[src/rtl/instruction_fetch_sequencer.sv]
// instruction_fetch_sequencer: fetches a 16-bit instruction as two bytes (low at PC, high at PC+1), owns the PC; optional FETCH_TIMEOUT_EN wait timeout
module instruction_fetch_sequencer #(
  parameter logic [15:0] RESET_PC = 16'h0000,
  parameter int TIMEOUT_CYCLES = 15
) (
  input  logic        Clock,
  input  logic        Reset,
  input  logic        FetchReq,
  input  logic        PCLoad,
  input  logic [15:0] PCIn,
  input  logic [7:0]  MemData,
  input  logic        MemReady,
  output logic        MemRead,
  output logic [15:0] MemAddr,
  output logic        IRWrite,
  output logic        IRLH,
  output logic [7:0]  IRData,
  output logic [15:0] PCOut,
  output logic        Busy,
  output logic        FetchDone,
  output logic        FetchErr
);
  typedef enum logic [1:0] {IDLE, FETCH_LO, FETCH_HI, DONE} state_t;
  state_t state_q, state_d;
  logic [15:0] pc_q, pc_d;
  logic ir_write_q, ir_write_d, ir_lh_q, ir_lh_d;
  logic [7:0] ir_data_q, ir_data_d;
  logic fetching, take;
  assign fetching = state_q == FETCH_LO || state_q == FETCH_HI;
  assign take = fetching && MemReady;
`ifdef FETCH_TIMEOUT_EN
  logic [7:0] wait_q, wait_d;
  logic [15:0] start_q, start_d;
  logic err_q, err_d, expire;
  assign expire = fetching && !MemReady && wait_q == 8'(TIMEOUT_CYCLES - 1);
`endif
  // next state, PC update and instruction-register byte capture
  always_comb begin
    state_d = state_q;
    pc_d = pc_q;
    ir_write_d = take;
    ir_lh_d = take ? state_q == FETCH_HI : ir_lh_q;
    ir_data_d = take ? MemData : ir_data_q;
    if (state_q == IDLE) begin
      pc_d = PCLoad ? PCIn : pc_q;
      state_d = FetchReq ? FETCH_LO : IDLE;
    end else if (state_q == DONE) begin
      state_d = IDLE;
    end else if (take) begin
      pc_d = pc_q + 16'd1;
      state_d = state_q == FETCH_LO ? FETCH_HI : DONE;
    end
`ifdef FETCH_TIMEOUT_EN
    start_d = state_q == IDLE ? pc_d : start_q;
    wait_d = state_d != state_q ? 8'd0 : (fetching && !MemReady) ? wait_q + 8'd1 : wait_q;
    err_d = expire;
    if (expire) begin
      state_d = IDLE;
      pc_d = start_q;
    end
`endif
  end
  // core state registers
  always_ff @(posedge Clock) begin
    if (Reset) begin
      state_q <= IDLE;
      pc_q <= RESET_PC;
      ir_write_q <= 1'b0;
      ir_lh_q <= 1'b0;
      ir_data_q <= 8'h00;
    end else begin
      state_q <= state_d;
      pc_q <= pc_d;
      ir_write_q <= ir_write_d;
      ir_lh_q <= ir_lh_d;
      ir_data_q <= ir_data_d;
    end
  end
`ifdef FETCH_TIMEOUT_EN
  // wait counter, instruction start address and error pulse
  always_ff @(posedge Clock) begin
    if (Reset) begin
      wait_q <= 8'd0;
      start_q <= RESET_PC;
      err_q <= 1'b0;
    end else begin
      wait_q <= wait_d;
      start_q <= start_d;
      err_q <= err_d;
    end
  end
  assign FetchErr = err_q;
`else
  assign FetchErr = TIMEOUT_CYCLES < 0;
`endif
  assign MemRead = fetching;
  assign MemAddr = pc_q;
  assign PCOut = pc_q;
  assign Busy = state_q != IDLE;
  assign FetchDone = state_q == DONE;
  assign IRWrite = ir_write_q;
  assign IRLH = ir_lh_q;
  assign IRData = ir_data_q;
endmodule

[config.mk]
export PLATFORM = sky130hd
export DESIGN_NAME = instruction_fetch_sequencer
export DESIGN_NICKNAME = d
export VERILOG_FILES = /design/src/rtl/instruction_fetch_sequencer.sv
export SDC_FILE = /design/constraint.sdc
export NUM_CORES = 1
export LEC_CHECK = 0
export CORE_ASPECT_RATIO = 0.8
export CORE_UTILIZATION = 37
export DETAILED_ROUTE_END_ITERATION = 10
export GPL_ROUTABILITY_DRIVEN = 0
export PLACE_DENSITY_LB_ADDON = 0.3
export SYNTH_ARGS = -nofsm -noshare
export SYNTH_HDL_FRONTEND = slang
export SYNTH_SLANG_ARGS = --single-unit
[constraint.sdc]
create_clock -name Clock -period 1.9 [get_ports Clock]
set_input_delay 0.285 -clock Clock [delete_from_list [all_inputs] [get_ports Clock]]
set_output_delay 0.285 -clock Clock [all_outputs]
set_load 0.005 [all_outputs]
==> load_flow_metrics.sql <==
INSERT INTO impl_metrics (metric_group, metric, value, unit) VALUES
('setup_path', 'setup.worst_path.start_class', 'register', ''),
('routing', 'detailroute.via_count', '1770', ''),
('job', 'cap_viol_max_count', '0', ''),
('yosys', 'yosysWarnings', '0', ''),
('timing', 'report.final.setup_viol', '0', ''),
('setup_path', 'crit_path_max_fanout', '8', ''),
('setup_path', 'worstReg2RegEnd', 'MemAddr[14]', ''),
('setup_path', 'worst-setup-path-type', 'reg2out', ''),
('min_path', 'holdPathEnd', 'IRData[2]', ''),
('clock_network', 'cts_sinks', '28', ''),
('grt', 'grt_first_pass_wirelength', '7.68', 'mm'),
('grt', 'remaining_overflow_grt', '0', ''),
('final_layout', 'register_area', '562', 'µm²'),
('yosys', 'synth_top_flop_cell', 'sky130_fd_sc_hd__dfxtp_1', ''),
('timing', 'max_freq', '562', 'MHz'),
('setup_path', 'worstReg2RegStart', 'MemAddr[0]', ''),
('yosys', 'synth-edff-count', '0', ''),
('routing', 'dr.first_iter.drc_count', '158', ''),
('routing', 'post-route-drc-count', '0', ''),
('grt', 'grt_max_degree', '16', ''),
('clock_network', 'ctsResizeCount', '2', ''),
('floorplanning', 'start_util', '38.8', '%'),
('final_layout', 'drive_above_1_share', '13.7', '%'),
('clock_network', 'post_cts_hold_buffer_count', '0', ''),
('grt', 'antenna_violations_before_repair', '0', ''),
('final_layout', 'final_nets', '319', ''),
('routing', 'drt.antenna.violating_nets', '0', ''),
('placement', 'post_placement_cell_area', '2440', 'µm²'),
('setup_path', 'worst_endpoint_required_time', '1620', 'ps'),
('placement', 'hpwl', '3.45', 'mm'),
('pwr', 'leakagePower', '0.939', 'nW'),
('clock_network', 'cts_made_buffers', '3', ''),
('yosys', 'netlist_top_cells_count', 'sky130_fd_sc_hd__nand2_1 (36), sky130_fd_sc_hd__dfxtp_1 (28), sky130_fd_sc_hd__a21oi_1 (27)', ''),
('setup_path', 'worst-r2r-cell-count', '5', ''),
('routing', 'avgViaCountPerCell', '5.18', ''),
('yosys', 'synth.avg_cell_area', '7.64', 'µm²'),
('final_layout', 'n_antenna_cell', '0', ''),
('routing', 'first_pass_iters', '4', ''),
('floorplanning', 'std_cell_rows', '21', ''),
('routing', 'routed_wire_length_per_instance', '13.5', 'µm'),
('placement', 'port_buf_inserts', '73', ''),
('timing', 'maxSlewHeadroom', '65.0', '%'),
('clock_network', 'clkLatencyLatePin', '280', 'ps'),
('yosys', 'synth_top_area_share', '34.1', '%'),
('yosys', 'async_flop_share', '0', '%'),
('timing', 'final.setup.tns', '0', 'ps'),
('timing', 'final_max_slew_viol_count', '0', ''),
('floorplanning', 'floorplan.die.height', '61.6', 'µm'),
('routing', 'route.final.wire_length', '4.61', 'mm'),
('grt', 'grt_use_total', '20.3', '%'),
('pwr', 'finalPower', '3.52', 'mW'),
('yosys', 'synth.most_common_cell', 'sky130_fd_sc_hd__nand2_1', ''),
('clock_network', 'tritoncts', 'yes', ''),
('pwr', 'vdd_drop_max', '0.935', 'mV'),
('clock_network', 'cts-root-buf', 'sky130_fd_sc_hd__clkbuf_8', ''),
('timing', 'final_hold_viol_count', '0', ''),
('yosys', 'netlist-cell-type-count', '45', ''),
('min_path', 'cell_depth_of_the_worst_hold_path', '2', ''),
('clock_network', 'cts-htree-levels', '1', ''),
('yosys', 'postSynthRegisterBits', '28', ''),
('yosys', 'netlist_top_cells_area', 'sky130_fd_sc_hd__dfxtp_1 (34%), sky130_fd_sc_hd__a21oi_1 (8.2%), sky130_fd_sc_hd__nand2_1 (8.2%), sky130_fd_sc_hd__buf_4 (7.8%), sky130_fd_sc_hd__ha_1 (3.0%)', ''),
('run_status', 'status', 'completed', ''),
('floorplanning', 'die_width', '76.5', 'µm'),
('yosys', 'post-synth-top-area-cell', 'sky130_fd_sc_hd__dfxtp_1', ''),
('min_path', 'min-delay-start', 'IRData[2]', ''),
('clock_network', 'clock_path_buffers', '2', ''),
('floorplanning', 'die_area', '4710', 'µm²'),
('timing', 'final_min_period_over_clock_period', '93.7', '%'),
('final_layout', 'postLayoutCellArea', '2510', 'µm²'),
('timing', 'tightest_slew', '523', 'ps'),
('final_layout', 'final.fill_count', '385', '');
critical path, stage by stage, from the launching register on:
cell and delay (ps):
sky130_fd_sc_hd__dfxtp_1 330, sky130_fd_sc_hd__inv_2 90, sky130_fd_sc_hd__ha_4 190, sky130_fd_sc_hd__clkinv_1 140
sky130_fd_sc_hd__clkdlybuf4s50_1 460
cell usage in the layout, fill, tap and decap left out, drive strengths merged, types with 3 or more instances in the layout:
master,Yosys,final
dfxtp,28,28
and3,3,3
a31oi,6,6
nand3,6,6
clkbuf,12,4
o21ai,6,6
nand2,36,36
mux2i,3,3
and4,3,3
inv,4,4
clkdlybuf4s50,0,73
a21oi,27,27
nand4,7,7
buf,20,25
o31ai,3,3
nor2,11,11
ha,4,4
nor4,3,3
layout make-up:
class,instances,share of cell area (%)
inverters,5,0.746
multi-input cells,150,35.4
well taps,57,2.84
clock buffers,4,2.19
flip-flops and latches,28,22.3
repair buffers,98,36.5
state kept, by name (all words and copies together), names as in the netlist:
signal,count
IRWrite,1
IRData,8
MemAddr,16
IRLH,1
state_q,2
metal layers:
metal  GRT usage (%)  part of all wire, %  wire [µm]  vias up
met2            30.0                   43       1970       73
met4            3.85                 0.43         20        0
met3            4.59                  6.8        315        2
met1            30.1                   50       2310      797
met5               0                    0          0        -
li1                -                    -          -      898
through the flow:
stage                     instances  hold WS [ps]  setup WS, ps
final                           342           458           119
after global routing            342           479          36.9
after CTS                       342           459          59.6
after detailed placement        338           446          61.4
after global placement          338           443           134
after floorplan                 215           421          33.0
worst max-delay path by stage:
stage | start | end | cells after the start
3_5_place_dp | MemReady | MemAddr[6] | 5
5_1_grt | MemAddr[0] | MemAddr[14] | 5
4_1_cts | state_q[0] | Busy | 4
2_1_floorplan | MemAddr[0] | MemAddr[14] | 5
3_3_place_gp | MemReady | MemAddr[14] | 4
6_report | state_q[0] | Busy | 4
power by group:
part           switching (mW)  internal, mW
Combinational            1.03          1.20
Sequential              0.145         0.771
Clock                   0.193         0.186
Total                    1.36          2.16
logic make-up after synthesis:
kind of cell               after synthesis  share of synthesized area (%)
adders and majority gates                4                           3.05
and+or+nand+nor                         83                           25.8
other                                    1                          0.228
AOI/OAI and AO/OA                       59                           22.3
DFF                                     28                           34.1
muxes                                    3                           1.83
buffers and inverters                   37                           12.6
(Power assumes the default switching activity.)
